==> src/rtl/prbs8_pkg.sv <==
// Shared definitions for the 8-bit Fibonacci PRBS (x^8+x^6+x^5+x^4+1) generator/checker pair.
package prbs8_pkg;

  typedef enum logic [1:0] {
    HUNT   = 2'd0,
    VERIFY = 2'd1,
    LOCK   = 2'd2
  } state_t;

  localparam int PRBS_W = 8;

  localparam int TAP_A = 7;
  localparam int TAP_B = 5;
  localparam int TAP_C = 4;
  localparam int TAP_D = 3;

  function automatic logic prbs8_fb(input logic [PRBS_W-1:0] s);
    return s[TAP_A] ^ s[TAP_B] ^ s[TAP_C] ^ s[TAP_D];
  endfunction

endpackage

==> src/rtl/prbs8_predict.sv <==
// Local copy of the PRBS shift register; s[0] is the newest bit, p is the predicted next bit.
module prbs8_predict
  import prbs8_pkg::*;
(
  input  logic              clk,
  input  logic              rst,
  input  logic              shift_en,
  input  logic              bit_in,
  output logic [PRBS_W-1:0] s,
  output logic              p
);

  always_ff @(posedge clk) begin
    if (rst) begin
      s <= '0;
    end else if (shift_en) begin
      s <= {s[PRBS_W-2:0], bit_in};
    end
  end

  assign p = prbs8_fb(s);

endmodule

==> config.mk <==
export PLATFORM = sky130hd
export DESIGN_NAME = prbs8_predict
export DESIGN_NICKNAME = d
export VERILOG_FILES = /design/src/rtl/prbs8_pkg.sv /design/src/rtl/prbs8_predict.sv
export SDC_FILE = /design/constraint.sdc
export NUM_CORES = 1
export LEC_CHECK = 0
export ABC_AREA = 1
export CAP_MARGIN = 20
export CORE_AREA = 2 2 39 41
export DETAILED_ROUTE_END_ITERATION = 12
export DIE_AREA = 0 0 41 43
export GPL_ROUTABILITY_DRIVEN = 0
export GPL_TIMING_DRIVEN = 0
export PLACE_DENSITY = 0.59
export SYNTH_ARGS = -nofsm -noshare
export SYNTH_HDL_FRONTEND = slang
export SYNTH_SLANG_ARGS = --single-unit
==> constraint.sdc <==
create_clock -name clk -period 0.8 [get_ports clk]
set_input_delay 0.12 -clock clk [delete_from_list [all_inputs] [get_ports clk]]
set_output_delay 0.12 -clock clk [all_outputs]
set_load 0.02 [all_outputs]
# Word-level counts from Yosys, hierarchy flattened
# Index checks and enable logic that the tools add are counted.
# W data, S select, Z words.
# word_totals
ff_bits	8
latchBits	0
mem_bits_rw	0
rom_bits	0
wordCells	4
mem_count	0
# classes
add_sub_neg	0
n_mul	0
div_mod_pow	0
n_lt_le_gt_ge	0
eq_ne	0
n_shift	0
n_mux	0
bitwise_logic	3
reduce_logical	0
# ops
cell	n
$xor A1 B1 Y1	3

# Depth between registers and ports, before layout
# Gate-level depths: netlist (run 1).
# logic_depth
ltp_word	3
mapped_depth	5
depth_no_buf	5

# Least setup slack after synthesis (run 1)
# OpenSTA, ideal clock, no wires.
# synth_path
kind	flip-flop to output port
start	register s[5]
end	output port p
arrival_time_ns	0.872
t_required_ns	0.680
path_slack_ns	-0.192
stages_incl_launch_ff	6
n_path_buf	0
cell_sequence	dfxtp_1 > inv_1 > nand2_1 > nand2_1 > nand2_1 > nand2_1
# synth_between
elab_chain_len	3
# synth_lines
element	line_no	source
start: declaration	prbs8_predict.sv:9	output logic [PRBS_W-1:0] s,
start signal: assignment	prbs8_predict.sv:17	s <= {s[PRBS_W-2:0], bit_in};
$xor A1 B1 Y1 (3 in series)	prbs8_pkg.sv:18	return s[TAP_A] ^ s[TAP_B] ^ s[TAP_C] ^ s[TAP_D];
end: declaration	prbs8_predict.sv:10	output logic p
# No other way between the ends.

# Worst setup path after layout (run 1)
# layout_path
start	register s[3]
end	output port p
# layout_between
elab_chain_len	1
# layout_lines
element	line_no
$xor A1 B1 Y1	prbs8_pkg.sv:18
# No other way between the ends.

==> results of run 1 <==
[per-stage QoR]
step                 util  area (µm²)  setup slack, ns  hold WS, ns
finish              0.446         617           -0.344        0.158
global route        0.446         617           -0.409        0.172
CTS                 0.431         597           -0.363        0.157
detailed placement  0.369         510           -0.550        0.431
global placement    0.369         510           -0.551        0.420
floorplan               -         380          -0.0281        0.267
[layer usage]
layer,track usage,vias to the layer above,wire length [µm]
met3,0.0314,0,65
met1,0.130,160,354
li1,-,193,-
met4,0.100,0,0
met2,0.144,17,385
met5,0,-,0
[placed cells by master, fill, tap and decap left out, drive strengths merged]
master         synthesis  final
buf                    1     17
dlygate4sd2            0      1
clkdlybuf4s50          0      1
dfxtp                  8      8
clkbuf                 1      4
xnor2                  1      1
a21oi                  5      5
nand2                 19     19
nor2                   5      5
a211oi                 3      3
inv                    6      6
[layout make-up]
type / instances / area [µm²]
fillers: 148 / 767
flip-flops and latches: 8 / 180
repair buffers: 18 / 180
multi-input cells: 33 / 175
clock buffers: 3 / 22.5
inverters: 6 / 22.5
well taps: 16 / 20.0
plain buffers: 2 / 16.3
[worst paths after layout]
path / from / endpoint / slack [ns] / cells after the start
max: s[3] / p / -0.34 / 6
min: rst / s[2] / 0.16 / 2
max reg2reg: s[2] / s[3] / 0.02 / 4
min reg2reg: s[1] / s[1] / 0.48 / 2
[power by group through the flow]
stage | Combinational, mW | Clock, mW | Sequential (mW)
after floorplan | 0.0734 | 0 | 0.449
after global placement | 0.154 | 0 | 0.432
after detailed placement | 0.156 | 0 | 0.432
after CTS | 0.184 | 0.327 | 0.426
after global routing | 0.202 | 0.341 | 0.428
final | 0.186 | 0.314 | 0.426
[what timing repair did]
| action | 4_1_cts | 5_1_grt |
|---|---|---|
| buffers inserted | 5 | 1 |
| pin swaps | 0 | 2 |
| resized for setup | 61 | 5 |
| gates cloned | 1 | 0 |
| endpoints found under the setup margin | 15 | 9 |
[cell families after synthesis]
group / Yosys count / synth area share
buffers and inverters: 8 / 0.108
flip-flops: 8 / 0.444
AO/OA/AOI/OAI: 8 / 0.174
AND/OR/NAND/NOR: 24 / 0.250
XOR/XNOR: 1 / 0.0243
==> impl_metrics.json, run 1 <==
{
  "worst-setup-path-type": "flop to output port",
  "cp_slowest_cell": "dfxtp_4",
  "htree_levels": 1,
  "cts_tree": "yes",
  "fin_setup_tns_ns": -0.908,
  "area_growth_pct": 71.2,
  "async_flop_share": 0,
  "reg.largest.list": "s: 8 flops",
  "syn-instance-count": 49,
  "synth_seq_cells": 8,
  "ant_nets": 0,
  "synth.area.top_cells": "dfxtp_1 44%, nand2_1 20%, a211oi_2 10%",
  "required_ns": 0.68,
  "avgSynthCellArea_um2": 7.35,
  "cts_hold_buf": 0,
  "slew_violations": 0,
  "synth_edf_count": 0,
  "cts_max_path_buffers": 2,
  "die_w_um": 41,
  "violations": "setup timing",
  "num_io_pins": 13,
  "synthFlopType": "dfxtp_1",
  "switching_power_mw": 0.248,
  "power_frac_comb": 0.201,
  "wl_per_cell_um": 9.35,
  "antenna_found_initial": 0,
  "power_mw": 0.925,
  "instances_no_fill": 86,
  "grt_pass1_wl_mm": 1.23,
  "cp.arrival_ns": 1.02,
  "grt_pass1_vias": 305,
  "start_util": 0.260,
  "drive_gt1_frac": 0.543,
  "track_usage": 0.108,
  "rsz0062_at_grt": "true",
  "tightest_slew_ns": 0.216,
  "crit_buf_inv": 2,
  "vias": 370,
  "max_freq_mhz": 874,
  "swShare": 0.268,
  "setup_ws_ns": -0.344,
  "gr-total-overflow": 0,
  "max_cap_violations": 0,
  "cts.clk_slew.worst_paths_ns": 0.05,
  "clock_power_share": 0.339,
  "hp-class": "input pin to flop",
  "port_buffers": 11,
  "largest-register": "s",
  "drt-initial-drc-count": 5,
  "irDropWorstVdd_v": 0.000710,
  "setup_violations": 9,
  "finalHoldViolCount": 0,
  "fp.dieArea_mm2": 0.00176,
  "crit_chain": "inv_1 -> nand2_1 -> nand2_1 -> nand2_1 -> nand2_2 -> buf_6",
  "syn_area_um2": 360,
  "numPlacedInstances": 76,
  "drt_pass1_iterations": 4,
  "drt-vias-per-instance": 4.30,
  "cpPeakStageDelay_ns": 0.37,
  "grt_max_degree": 9,
  "cts_buffers": 3,
  "drc": 0,
  "power.density_mw_per_mm2": 1500,
  "synth_nets": 53,
  "p_leak_nw": 0.273,
  "fp-row-count": 14,
  "die_h_um": 43,
  "synth_cell_types": 9,
  "largest_reg_flops": 8,
  "antenna_cells": 0,
  "status": "complete, but fails checks",
  "start_kind": "flop",
  "cts_sinks": 8,
  "finClkSkew_ns": 0.000579,
  "period_needed_ns": 1.14,
  "cp_max_fo": 5,
  "core_mm2": 0.00138,
  "critPathTopFamily": "flip-flops",
  "hpwl_um": 517,
  "synth_warnings": 0,
  "yosysTopAreaCellShare": 0.444,
  "end_kind": "output port",
  "synth_common_cells": "19 x nand2_1, 8 x dfxtp_1, 6 x inv_1, 5 x a21oi_1, 5 x nor2_1",
  "clockRootBuffer": "clkbuf_4",
  "internal-power_mw": 0.677,
  "nets": 76,
  "yosysMostFrequentCell": "nand2_1",
  "synth_seq_area_share": 0.444,
  "seq_power_share": 0.460,
  "insertion_delay_ns": 0.26,
  "crit_top_cell": "nand2_1",
  "netlist.top_cell.by_area": "dfxtp_1",
  "finalCritPeriodShare": 1.43,
  "routed_wl_um": 804,
  "max_slew_margin": 0.856
}
Power figures use the tool's default switching activity.
==> run 2: changes to the inputs <==
--- a/config.mk
+++ b/config.mk
@@ -8,3 +8,2 @@
 export ABC_AREA = 1
-export CAP_MARGIN = 20
 export CORE_AREA = 2 2 39 41
@@ -15,2 +14,3 @@
 export PLACE_DENSITY = 0.59
+export SKIP_CTS_REPAIR_TIMING = 1
 export SYNTH_ARGS = -nofsm -noshare
--- a/constraint.sdc
+++ b/constraint.sdc
@@ -3,2 +3,2 @@
 set_output_delay 0.12 -clock clk [all_outputs]
-set_load 0.02 [all_outputs]
+set_load 0.05 [all_outputs]
==> impl_metrics.json, run 2 (synthesized netlist as in run 1, its figures left out) <==
{
  "grt_pass1_vias": 297,
  "place_area_um2": 518,
  "cts_tree": "yes",
  "antenna_cells": 0,
  "crit_chain": "nand2_4 -> inv_2 -> nor2_1 -> nand2_1 -> nand2_4 -> buf_8",
  "layout_common_cells": "16 x nand2_1, 6 x buf_8, 5 x nor2_1, 5 x a21oi_1",
  "routed_wl_um": 867,
  "reg.largest.list": "s: 8 flops",
  "setup_ws_ns": -0.404,
  "fp.dieArea_mm2": 0.00176,
  "p_leak_nw": 0.310,
  "max_cap_violations": 0,
  "nets": 73,
  "post-route-util": 0.446,
  "vias": 367,
  "cts_buffers": 3,
  "cp.arrival_ns": 1.08,
  "drive_gt1_frac": 0.485,
  "die_w_um": 41,
  "drc": 0,
  "wl_per_cell_um": 10.3,
  "num_io_pins": 13,
  "insertion_delay_ns": 0.25,
  "fp-row-count": 14,
  "finalCritPeriodShare": 1.51,
  "core_mm2": 0.00138,
  "cts_sinks": 8,
  "clockRootBuffer": "clkbuf_4",
  "finClkSkew_ns": 0.00815,
  "max_slew_margin": 0.666,
  "largest_reg_flops": 8,
  "track_usage": 0.121,
  "largest-register": "s",
  "area_growth_pct": 71.2,
  "instances_no_fill": 84,
  "fill_cells": 144,
  "slew_violations": 0,
  "finalHoldViolCount": 0,
  "drt-vias-per-instance": 4.37,
  "fin_area_um2": 617,
  "cpPeakStageDelay_ns": 0.37,
  "start_util": 0.260,
  "setup_violations": 9,
  "layout_commonest_cell": "nand2_1",
  "grt_pass1_wl_mm": 1.35,
  "hpwl_um": 572,
  "rsz0062_at_grt": "true",
  "r2r_setup_slack_ns": 0.08,
  "period_needed_ns": 1.20,
  "drt-initial-drc-count": 3,
  "power.density_mw_per_mm2": 1630,
  "start_kind": "flop",
  "grt_max_degree": 11,
  "max_freq_mhz": 830,
  "reg2regPathDepth": 3,
  "cp_max_fo": 5,
  "cp_slowest_cell": "dfxtp_4",
  "antenna_found_initial": 0,
  "reg2reg_from": "s[6]",
  "end_kind": "output port",
  "tightest_slew_ns": 0.500,
  "numPlacedInstances": 76,
  "status": "complete, but fails checks",
  "worst-setup-path-type": "flop to output port",
  "htree_levels": 1,
  "place_ws_ns": -0.797,
  "violations": "setup timing",
  "drt_pass1_iterations": 4,
  "die_h_um": 43,
  "port_buffers": 11,
  "irDropWorstVdd_v": 0.000583,
  "ant_nets": 0,
  "crit_top_cell": "nand2_4",
  "gr-total-overflow": 0,
  "holdPathEnd": "s[0]",
  "hold_path_depth": 2,
  "required_ns": 0.68,
  "hp-class": "input pin to flop",
  "cts_max_path_buffers": 2,
  "worstHoldStart": "rst",
  "r2r-end": "s[6]",
  "fin_hold_ws_ns": 0.155,
  "cts.clk_slew.worst_paths_ns": 0.06
}
[run 2: changes by cell type in the layout (fill, tap and decap cells not counted), moves of 2 or more]
cell            previous run  this run
nand2_2                    4         1
buf_6                     12         1
nand2_4                    0         2
inv_1                      5         3
buf_8                      0         6
inv_2                      1         3
dlymetal6s2s_1             0         3
[run 2: power by group]
group          internal (mW)  total, mW  switching, mW  leakage, nW
sequential             0.408      0.430         0.0217       0.0700
clock                  0.191      0.335          0.143       0.0150
combinational          0.102      0.241          0.139        0.225
[run 2: critical path: cells and delay by family (launching register included)]
family / cells / cell delay [ns]
AND/OR/NAND/NOR: 4 / 0.30
flip-flops: 1 / 0.37
buffers and inverters: 2 / 0.16
[run 2: layer usage]
layer | global-route usage | up-vias | share of wire
li1 | - | 189 | -
met1 | 0.162 | 168 | 0.44
met2 | 0.153 | 10 | 0.50
met3 | 0.0471 | 0 | 0.062
met4 | 0.0800 | 0 | 0
met5 | 0 | - | 0
[run 2: cell type report]
type | count | area, µm² | share of cell area
buffer | 2 | 16.3 | 0.0264
clock buffer | 4 | 26.3 | 0.0426
inverter | 6 | 22.5 | 0.0365
multi-input combinational | 33 | 179 | 0.290
sequential | 8 | 180 | 0.292
tap | 16 | 20.0 | 0.0325
timing repair buffer | 15 | 173 | 0.280
[run 2: per-stage QoR]
| stage | TNS (ns) | total power, mW |
|---|---|---|
| detailed placement | -6.62 | 0.643 |
| finish | -1.64 | 1.01 |
| global route | -2.08 | 1.08 |
| global placement | -6.40 | 0.640 |
| floorplan | -0.153 | 0.577 |
| CTS | -7.10 | 0.986 |
[run 2: worst max-delay path by stage]
stage / cells after the start / slack [ns] / to / from
after CTS: 6 / -1.09 / p / s[4]
final: 6 / -0.40 / p / s[4]
after floorplan: 5 / -0.15 / p / s[4]
after global placement: 6 / -0.79 / p / s[4]
after global routing: 4 / -0.52 / p / s[3]
after detailed placement: 6 / -0.80 / p / s[4]
